`config.mk`:
```
export PLATFORM = sky130hd
export DESIGN_NAME = aes_output_buffer
export DESIGN_NICKNAME = d
export VERILOG_FILES = /design/src/rtl/aes_output_buffer.sv
export SDC_FILE = /design/constraint.sdc
export NUM_CORES = 1
export LEC_CHECK = 0
export CAP_MARGIN = 20
export CORE_MARGIN = 8
export CORE_UTILIZATION = 57
export CTS_CLUSTER_SIZE = 10
export DETAILED_ROUTE_END_ITERATION = 12
export GPL_TIMING_DRIVEN = 0
export PLACE_DENSITY = 0.75
export SLEW_MARGIN = 10
export SYNTH_ARGS = -nofsm -noshare
export SYNTH_HDL_FRONTEND = slang
export SYNTH_SLANG_ARGS = --single-unit
```
`constraint.sdc`:
```
create_clock -name clk -period 5.46 [get_ports clk]
set_input_delay 1.638 -clock clk [delete_from_list [all_inputs] [get_ports clk]]
set_output_delay 1.638 -clock clk [all_outputs]
set_load 0.03 [all_outputs]
```
`src/rtl/aes_output_buffer.sv`:
```
// aes_output_buffer
//   Output stage of the AES encryption pipeline. Finished 128-bit ciphertext
//   blocks go into a DEPTH-entry FIFO. o_is_full holds the upstream pipeline.
//   Each stored block is sent on an OUT_WIDTH valid/ready stream, most
//   significant word first.
//   Optional feature macro: AES_OBUF_STATS_EN adds o_block_count, which is a
//   saturating count of fully drained blocks.
module aes_output_buffer #(
   parameter int unsigned DEPTH     = 4,
   parameter int unsigned OUT_WIDTH = 32
) (
   input  logic                       clk,
   input  logic                       rst,
   input  logic                       i_data_done,
   input  logic [127:0]               i_data_output,
   output logic                       o_is_full,
   output logic [OUT_WIDTH-1:0]       o_dout,
   output logic                       o_dout_valid,
   input  logic                       i_dout_ready,
   output logic                       o_dout_last,
   output logic [$clog2(DEPTH):0]     o_count
`ifdef AES_OBUF_STATS_EN
   ,
   output logic [15:0]                o_block_count
`endif
);

   localparam int unsigned W  = 128 / OUT_WIDTH;
   localparam int unsigned PW = $clog2(DEPTH);
   localparam int unsigned CW = PW + 1;
   localparam int unsigned IW = (W > 1) ? $clog2(W) : 1;
   localparam logic [IW-1:0] LAST_IDX = IW'(W - 1);
   localparam logic [CW-1:0] FULL_CNT = CW'(DEPTH);

   logic [127:0]          r_mem [DEPTH];
   logic [PW-1:0]         r_wr_ptr;
   logic [PW-1:0]         r_rd_ptr;
   logic [CW-1:0]         r_count;
   logic [IW-1:0]         r_idx;
   logic                  r_full;

   logic                  w_valid;
   logic                  w_wr;
   logic                  w_xfer;
   logic                  w_pop;
   logic [127:0]          w_head;
   logic [OUT_WIDTH-1:0]  w_word;
   logic [CW-1:0]         w_count_nxt;

   assign w_valid = (r_count != '0);
   assign w_wr    = i_data_done && !r_full;
   assign w_xfer  = w_valid && i_dout_ready;
   assign w_pop   = w_xfer && (r_idx == LAST_IDX);
   assign w_head  = r_mem[r_rd_ptr];

   // Next occupancy: a write and a pop in the same cycle cancel out
   always_comb begin
      w_count_nxt = r_count;
      if (w_wr && !w_pop)
         w_count_nxt = r_count + 1'b1;
      else if (!w_wr && w_pop)
         w_count_nxt = r_count - 1'b1;
   end

   // Select the current word of the head block (index 0 = most significant)
   always_comb begin
      w_word = '0;
      for (int unsigned k = 0; k < W; k++) begin
         if (r_idx == IW'(k))
            w_word = w_head[128 - OUT_WIDTH*(k+1) +: OUT_WIDTH];
      end
   end

   // FIFO storage; the contents need no reset because valid masks them
   always_ff @(posedge clk) begin
      if (w_wr)
         r_mem[r_wr_ptr] <= i_data_output;
   end

   // Pointers, occupancy, registered full flag and word index
   always_ff @(posedge clk or posedge rst) begin
      if (rst) begin
         r_wr_ptr <= '0;
         r_rd_ptr <= '0;
         r_count  <= '0;
         r_idx    <= '0;
         r_full   <= 1'b0;
      end else begin
         r_count <= w_count_nxt;
         r_full  <= (w_count_nxt == FULL_CNT);
         if (w_wr)
            r_wr_ptr <= r_wr_ptr + 1'b1;
         if (w_xfer) begin
            if (r_idx == LAST_IDX) begin
               r_idx    <= '0;
               r_rd_ptr <= r_rd_ptr + 1'b1;
            end else begin
               r_idx <= r_idx + 1'b1;
            end
         end
      end
   end

`ifdef AES_OBUF_STATS_EN
   logic [15:0] r_block_count;

   // Saturating count of fully drained blocks
   always_ff @(posedge clk or posedge rst) begin
      if (rst)
         r_block_count <= '0;
      else if (w_pop && (r_block_count != '1))
         r_block_count <= r_block_count + 1'b1;
   end

   assign o_block_count = r_block_count;
`endif

   assign o_is_full    = r_full;
   assign o_count      = r_count;
   assign o_dout_valid = w_valid;
   assign o_dout       = w_valid ? w_word : '0;
   assign o_dout_last  = w_valid && (r_idx == LAST_IDX);

endmodule

```
==> impl_metrics.ini, run 1 <==
[synth]
synth_area_um2 = 19800
synth_xor_area_share_pct = 0.221
synth_edf_count = 512
synth.distinct_cells = 39
synth_compound_area_share_pct = 2.87
synth_area_leaders = edfxtp_1, mux4_2, a22oi_1
synthMuxAreaShare_pct = 14.6
yosysSeqAreaShare_pct = 78.7
synthCells = 852
synthAdderAreaFrac_pct = 0.694
yosysMostFrequentCell = edfxtp_1
post-synth-top-area-cell = edfxtp_1
avgSynthCellArea_um2 = 23.3
synth-main-ff-cell = edfxtp_1
synth_common_cells = edfxtp_1, mux4_2, a22oi_1
ys_ff_latch = 522
synthSimpleGateAreaFrac_pct = 1.52
ys_async_sr_fraction_pct = 1.92
synth_top_family_by_area = multiplexers
synth_warnings = 0
synth.top_cell.area_share_pct = 77.5
syn_nets = 995

[power_and_ir_drop]
ir_worst_vdd_mv = 0.422
powerDensity_nw_per_um2 = 559
p_leak_nw = 7.80

[cells_and_area]
multi_input_area_um2 = 3970
syn_to_final_growth_pct = 20.8
seq_area_um2 = 15600
fill_cells = 2120
postLayoutCellArea_um2 = 24000
nets = 1232
drive_above_1_share_pct = 21.4

[worst_setup_path]
endpoint_kind = output port
cp_top_family = buffers and inverters
crit_type = reg2out
slowest_stage = clkdlybuf4s50_1
cp_max_fo = 10
cp_data_required_time_ns = 3.82
cp_data_arrival_time_ns = 3.64
cp_slowest_stage_delay_ns = 0.71
crit_chain = inv_1, ha_1, nor2b_1, buf_4, nor3b_2, clkbuf_2, a22oi_1, nand2_1, clkdlybuf4s50_1
start_kind = register
critPathBufInv = 4

[clocking]
cts_buffers = 58
root_buffer = clkbuf_16
postCtsHoldBufs = 0
h-tree-depth = 2
clock_sinks = 522
clk_latency_ns = 0.58
cts_buffer_depth = 3
path_clk_slew_ns = 0.06
tritoncts = done
cts_post_setup_buffers_inserted = 0

[floorplan]
die_area_um2 = 41000
core_area_um2 = 34500
io_pins = 170
start_util_pct = 57.6
die_h_um = 203
num_rows = 68
die_x_um = 203

[sta]
max_freq_mhz = 189
timing.final.crit_share_pct = 96.7
rsz0062_at_grt = false
drv_slew = 0
layout_setup_ws_ns = 0.181
setup_violations = 0
finalCriticalPeriod_ns = 5.28
timing_worst_slew_pin_value_ns = 0.941
final_hold_viol_count = 0
fin_skew_ns = 0.0140
slew-limit-headroom_pct = 37.3

[routing]
drt-initial-drc-count = 716
antenna_left = 0
drt-total-wl_mm = 41.5
num_vias = 9493
firstDrtPassIters = 5
via_per_inst = 6.03
wire_per_inst_um = 26.4
drc = 0

[placement]
hpwl_mm = 25.8
pre_cts_ws_ns = 0.486
io_buffers = 169
postPlaceCellArea_um2 = 22300
routabilityCongestion = 0.720

[global_routing]
grt_pass1_wl_mm = 62.8
grt_pass1_vias = 10173
grt_overflow = 0
grt_max_degree = 54
antenna_found_initial = 9
grt_usage_pct = 20.3

[status]
status = completed

[hold_path]
min_path_type = reg2reg

[job]
cap_violations = 0
[layer usage]
metal | wire length, um | GRT usage [%] | share of wire (%) | vias up
li1 | - | - | - | 4098
met1 | 17200 | 27.6 | 41 | 4989
met2 | 20600 | 33.1 | 50 | 324
met3 | 3000 | 5.26 | 7.2 | 70
met4 | 686 | 4.56 | 1.7 | 12
met5 | 78 | 0 | 0.19 | -
[area by class of cell]
class	count	area share, %
plain buffers	44	1.02
flip-flops and latches	522	65.2
well taps	455	2.38
inverters	9	0.141
clock inverters	3	0.141
diodes	3	0.0313
clock buffers	84	6.55
multi-input cells	277	16.5
repair buffers	177	7.98
[flip-flops by register name, summed over array words and instances, names as in the netlist]
register,flops
r_mem,512
o_count,3
r_idx,2
r_rd_ptr,2
r_wr_ptr,2
o_is_full,1
[final timing paths]
check / from / end / slack (ns) / cells past startpoint
setup / recovery: o_count[0] / o_dout[18] / 0.18 / 9
hold / removal: o_count[0] / o_count[0] / 0.56 / 1
setup reg to reg: o_is_full / r_mem[0][19] / 2.79 / 5
hold reg to reg: o_count[0] / o_count[0] / 0.56 / 1
max in group asynchronous: rst / r_wr_ptr[0] / 3.78 / 2
min in group asynchronous: rst / o_count[1] / 1.37 / 2
[kinds of logic (layout without fill, tap and decap cells)]
logic type                 after synthesis  in the layout
muxes                                  129            129
and+or+nand+nor                         58             58
xor gates and xnor gates                 5              5
DFF                                    522            522
other                                    0              3
adders and majority gates               11             11
AOI/OAI and AO/OA                       74             74
buffers and inverters                   53            317
[timing repair]
item / in CTS / in global routing
endpoints found under the setup margin: 30 / 0
endpoints found under the hold margin: 0 / 0
resized for setup: 6 / 0
[cells in the final DEF, fill, tap and decap left out, drive strengths merged, types with 2 or more instances in the layout]
cell	n
clkbuf	99
xnor2	4
nand2	36
mux4	128
and2	6
nor2	3
clkdlybuf4s50	169
a22oi	64
buf	37
diode	3
edfxtp	512
nor4b	2
o211a	2
nor4	2
nor2b	3
o21ai	2
inv	11
dfrtp	10
ha	11
[through the flow]
step / util [%] / hold slack, ns / TNS (ns) / power (mW) / instances
6_report: 69.5 / 0.562 / 0 / 13.4 / 1574
5_1_grt: 69.5 / 0.594 / 0 / 14.0 / 1572
4_1_cts: 69.5 / 0.564 / 0 / 13.6 / 1571
3_5_place_dp: 64.8 / 0.553 / 0 / 10.2 / 1484
3_3_place_gp: 64.2 / 0.544 / -221.78 / 10.1 / 1476
2_1_floorplan: - / 0.527 / 0 / 8.42 / 852
[power breakdown]
| group | switching, mW | leakage (nW) | internal [mW] |
|---|---|---|---|
| clock | 1.40 | 0.775 | 1.96 |
| combinational | 2.65 | 2.22 | 2.00 |
| sequential | 0.167 | 4.81 | 5.22 |
(Power assumes the default switching activity.)
==> run 2: changes to the inputs <==
--- a/config.mk
+++ b/config.mk
@@ -8,9 +8,11 @@
 export CAP_MARGIN = 20
 export CORE_MARGIN = 8
 export CORE_UTILIZATION = 57
+export CTS_CLUSTER_DIAMETER = 30
 export CTS_CLUSTER_SIZE = 10
 export DETAILED_ROUTE_END_ITERATION = 12
 export GPL_TIMING_DRIVEN = 0
+export MAX_ROUTING_LAYER = met4
 export PLACE_DENSITY = 0.75
 export SLEW_MARGIN = 10
 export SYNTH_ARGS = -nofsm -noshare
==> run 2 against run 1 <==
Compared with the run above: die area unchanged; design area increased by 7.0%; first-iteration DRC count up 0.84%; core utilization rose by 4.9 points; setup slack better by 0.058 ns; clock skew fell by 0.00087 ns; final cell count grew 6.0%; largest cell class unchanged; largest power group is now the clock network.
==> impl_metrics.ini, run 2 (synthesis gave the netlist of run 1 again) <==
[sta]
fin_skew_ns = 0.0131
layout_setup_ws_ns = 0.239
final_hold_viol_count = 0
slew-limit-headroom_pct = 35.5
max_freq_mhz = 192
drv_slew = 0
fin_setup_tns_ns = 0
rsz0062_at_grt = false
timing.final.crit_share_pct = 95.6
setup_violations = 0
timing_worst_slew_pin_value_ns = 0.967
finalCriticalPeriod_ns = 5.22

[floorplan]
io_pins = 170
num_rows = 68
die_area_um2 = 41000
die_h_um = 203
start_util_pct = 57.6
die_x_um = 203
core_area_um2 = 34500

[worst_setup_path]
critPathBufInv = 4
reg2reg_from = o_is_full
slowest_stage = clkdlybuf4s50_1
crit_chain = inv_1, ha_1, nor2b_1, buf_4, nor4b_4, buf_2, a22oi_1, nand2_1, clkdlybuf4s50_1
startpoint = o_count[0]
r2r-end = r_mem[0][81]
r2r_slack_ns = 2.80
cp_data_arrival_time_ns = 3.58
cp_top_family = buffers and inverters
crit_type = reg2out
cp_max_fo = 10
cp_data_required_time_ns = 3.82
start_kind = register
cp_slowest_stage_delay_ns = 0.70
endpoint_kind = output port
reg2reg_depth = 5

[global_routing]
antenna_found_initial = 11
grt_pass1_vias = 10740
grt_pass1_wl_mm = 66.2
grt_usage_pct = 22.5
grt_overflow = 0
grt_max_degree = 54

[routing]
num_vias = 9905
wire_per_inst_um = 26.5
drt-total-wl_mm = 44.2
drt-initial-drc-count = 722
drc = 0
firstDrtPassIters = 5
via_per_inst = 5.93
antenna_left = 0

[cells_and_area]
seq_area_um2 = 15600
postLayoutCellArea_um2 = 25600
regMostFlops = r_mem
nets = 1268
multi_input_area_um2 = 3970
fill_cells = 1932
largest_register_ff_count = 512
layout_common_cells = edfxtp_1, clkdlybuf4s50_1, mux4_2
final_common_cell = edfxtp_1
layout.cells.non_filler = 1669
drive_above_1_share_pct = 27.3
syn_to_final_growth_pct = 29.2

[placement]
dpl.cell_count = 1484
pre_cts_ws_ns = 0.486
routabilityCongestion = 0.728
postPlaceCellArea_um2 = 22300
io_buffers = 169
hpwl_mm = 25.8

[clocking]
path_clk_slew_ns = 0.04
clk_latency_ns = 0.61
root_buffer = clkbuf_16
cts_buffers = 94
clock_sinks = 522
cts_post_setup_buffers_inserted = 0
cts_buffer_depth = 3
h-tree-depth = 3
tritoncts = done

[status]
status = completed

[power_and_ir_drop]
p_leak_nw = 8.59
ir_worst_vdd_mv = 0.468
powerDensity_nw_per_um2 = 623
p_total_mw = 16.0

[job]
cap_violations = 0

[hold_path]
worstHoldStart = o_count[0]
hold_path_depth = 1
min_path_type = reg2reg
hold_end = o_count[0]
run 2: timing repair:
action / 4_1_cts / 5_1_grt
endpoints found under the setup margin: 30 / 1
pin swaps: 0 / 0
gates cloned: 0 / 0
hold buffers: 0 / 0
resized for setup: 6 / 2
run 2: stage by stage:
| stage | util, % | hold slack, ns |
|---|---|---|
| finish | 74.4 | 0.560 |
| global route | 74.4 | 0.605 |
| CTS | 74.3 | 0.562 |
| detailed placement | 64.8 | 0.553 |
| global placement | 64.2 | 0.544 |
| floorplan | - | 0.527 |
run 2: routing by layer:
metal  track usage [%]  vias up  wire (um)
li1                  -     4242          -
met1              28.0     5208      17600
met2              35.7      389      22500
met3              6.18       66       3250
met4              7.77        0        857
met5                 -        -          0
run 2: worst max path at each step:
stage / slack (ns) / depth (start not counted) / to
after CTS: 0.05 / 9 / o_dout[17]
after global routing: 0.06 / 9 / o_dout[18]
after global placement: -0.47 / 4 / r_mem[0][19]
after detailed placement: 0.49 / 9 / o_dout[18]
after floorplan: 1.31 / 3 / r_mem[0][0]
final: 0.24 / 9 / o_dout[18]
run 2: layout make-up:
class | instances | area share (%)
clock buffers | 102 | 9.29
diodes | 11 | 0.107
inverters | 9 | 0.132
clock inverters | 72 | 3.40
multi-input cells | 277 | 15.5
well taps | 455 | 2.22
flip-flops and latches | 522 | 60.9
plain buffers | 44 | 0.961
repair buffers | 177 | 7.46
run 2: power by group:
part,internal [mW],switching (mW),leakage (nW)
logic,2.00,2.69,2.22
clock network,3.92,1.95,1.56
registers,5.23,0.180,4.81
==> run 3: changes to the inputs <==
--- a/config.mk
+++ b/config.mk
@@ -6,6 +6,7 @@
 export NUM_CORES = 1
 export LEC_CHECK = 0
 export CAP_MARGIN = 20
+export CORE_ASPECT_RATIO = 1.1
 export CORE_MARGIN = 8
 export CORE_UTILIZATION = 57
 export CTS_CLUSTER_DIAMETER = 30
@@ -14,6 +15,7 @@
 export GPL_TIMING_DRIVEN = 0
 export MAX_ROUTING_LAYER = met4
 export PLACE_DENSITY = 0.75
+export SKIP_CTS_REPAIR_TIMING = 1
 export SLEW_MARGIN = 10
 export SYNTH_ARGS = -nofsm -noshare
 export SYNTH_HDL_FRONTEND = slang
==> run 3 against run 2 <==
Compared with the run above: routed wire length increased by 2.0%; sequential share of layout area rose by 0.71 points; global-route usage up 0.063 points; hold slack got worse by 0.013 ns; fmax grew 0.66%; combinational power is essentially flat; via count grew 0.97%; count of clock-buffer cells in the layout increased by 6; sequential cell count did not move; design area down 1.2%; setup slack better by 0.034 ns; die area about the same; critical endpoint unchanged; largest power group is now sequential cells.
==> impl_metrics.ini, run 3 (synthesis gave the netlist of run 1 again) <==
[status]
status = completed

[routing]
drt-initial-drc-count = 854
via_per_inst = 6.08
drc = 0
num_vias = 10001
firstDrtPassIters = 5
wire_per_inst_um = 27.4
drt-total-wl_mm = 45.1
antenna_left = 0

[clocking]
clock_sinks = 522
clk_latency_ns = 0.61
h-tree-depth = 3
cts_buffers = 90
path_clk_slew_ns = 0.04
root_buffer = clkbuf_16
tritoncts = done
cts_buffer_depth = 3

[global_routing]
grt_usage_pct = 22.5
grt_pass1_vias = 10773
antenna_found_initial = 14
grt_pass1_wl_mm = 66.4
grt_overflow = 0
grt_max_degree = 50

[placement]
pre_cts_ws_ns = 0.595
postPlaceCellArea_um2 = 22300
routabilityCongestion = 0.707
io_buffers = 169
hpwl_mm = 26.3

[worst_setup_path]
r2r_slack_ns = 2.78
startpoint = o_count[0]
start_kind = register
cp_data_required_time_ns = 3.82
crit_end = o_dout[18]
crit_type = reg2out
reg2reg_from = o_is_full
cp_data_arrival_time_ns = 3.55
endpoint_kind = output port
reg2reg_depth = 6
cp_max_fo = 10
r2r-end = r_mem[1][44]

[cells_and_area]
syn_to_final_growth_pct = 27.7
fill_cells = 1935
nets = 1266
regMostFlops = r_mem
multi_input_area_um2 = 3970
layout_common_cells = edfxtp_1, clkdlybuf4s50_1, mux4_2
postLayoutCellArea_um2 = 25300
drive_above_1_share_pct = 26.9
seq_area_um2 = 15600
largest_register_ff_count = 512
final_common_cell = edfxtp_1

[sta]
max_freq_mhz = 193
setup_violations = 0
finalCriticalPeriod_ns = 5.19
timing.final.crit_share_pct = 95.0
timing_worst_slew_pin_value_ns = 0.916
fin_skew_ns = 0.0364
drv_slew = 0
rsz0062_at_grt = false
hold_ws_ns = 0.547
final_hold_viol_count = 0
slew-limit-headroom_pct = 38.9
layout_setup_ws_ns = 0.273

[job]
cap_violations = 0

[floorplan]
die_x_um = 194
die_h_um = 212
die_area_um2 = 41000
io_pins = 170
start_util_pct = 57.9
num_rows = 71
core_area_um2 = 34300

[power_and_ir_drop]
powerDensity_nw_per_um2 = 611
p_total_mw = 15.5
p_leak_nw = 8.45
ir_worst_vdd_mv = 0.412

[hold_path]
min_path_type = reg2reg
run 3: cell types whose count changed in the layout (fill, tap and decap cells not counted), sizes merged:
cell / before / now
clkinv: 40 / 29
bufinv: 16 / 8
clkbuf: 118 / 123
buf: 36 / 39
clkinvlp: 10 / 13
diode: 11 / 14
inv: 15 / 14
run 3: through the flow:
step	instances	utilization (%)	TNS, ns
finish	1646	73.9	0
global route	1646	73.9	0
CTS	1632	73.8	-0.0615
detailed placement	1469	65.1	0
global placement	1459	64.4	-247.08
floorplan	852	-	0
run 3: power by group:
part / switching [mW] / internal [mW]
combinational: 2.68 / 2.01
sequential: 0.189 / 5.23
clock: 1.90 / 3.49
total: 4.77 / 10.7
run 3: worst max-delay path, stage by stage (launching register included):
cell,delay (ns)
dfrtp_1,0.40
inv_1,0.11
ha_1,0.19
nor2b_1,0.12
buf_4,0.18
inv_2,0.10
and2_0,0.15
clkbuf_1,0.30
buf_2,0.40
a22oi_1,0.16
nand2_1,0.14
clkdlybuf4s50_1,0.70
run 3: layout make-up:
cell class,instances,share of cell area (%)
diodes,14,0.138
plain buffers,44,0.963
clock buffers,108,9.36
clock inverters,55,2.30
inverters,9,0.133
multi-input cells,277,15.6
flip-flops and latches,522,61.7
well taps,438,2.16
repair buffers,179,7.64
run 3: worst min-delay path by stage:
stage,slack (ns),depth (start not counted),startpoint,to
after floorplan,0.53,1,r_idx[0],r_idx[0]
after global placement,0.54,1,o_count[0],o_count[0]
after detailed placement,0.54,1,o_count[0],o_count[0]
after CTS,0.55,1,o_count[0],o_count[0]
after global routing,0.58,1,o_count[0],o_count[0]
final,0.55,1,o_count[0],o_count[0]
run 3: layer usage:
| layer | part of all wire [%] | track usage [%] | wire length [um] | up-vias |
|---|---|---|---|---|
| li1 | - | - | - | 4245 |
| met1 | 39 | 27.2 | 17600 | 5259 |
| met2 | 52 | 36.7 | 23300 | 425 |
| met3 | 7.7 | 6.42 | 3480 | 72 |
| met4 | 1.9 | 7.59 | 843 | 0 |
| met5 | 0 | - | 0 | - |
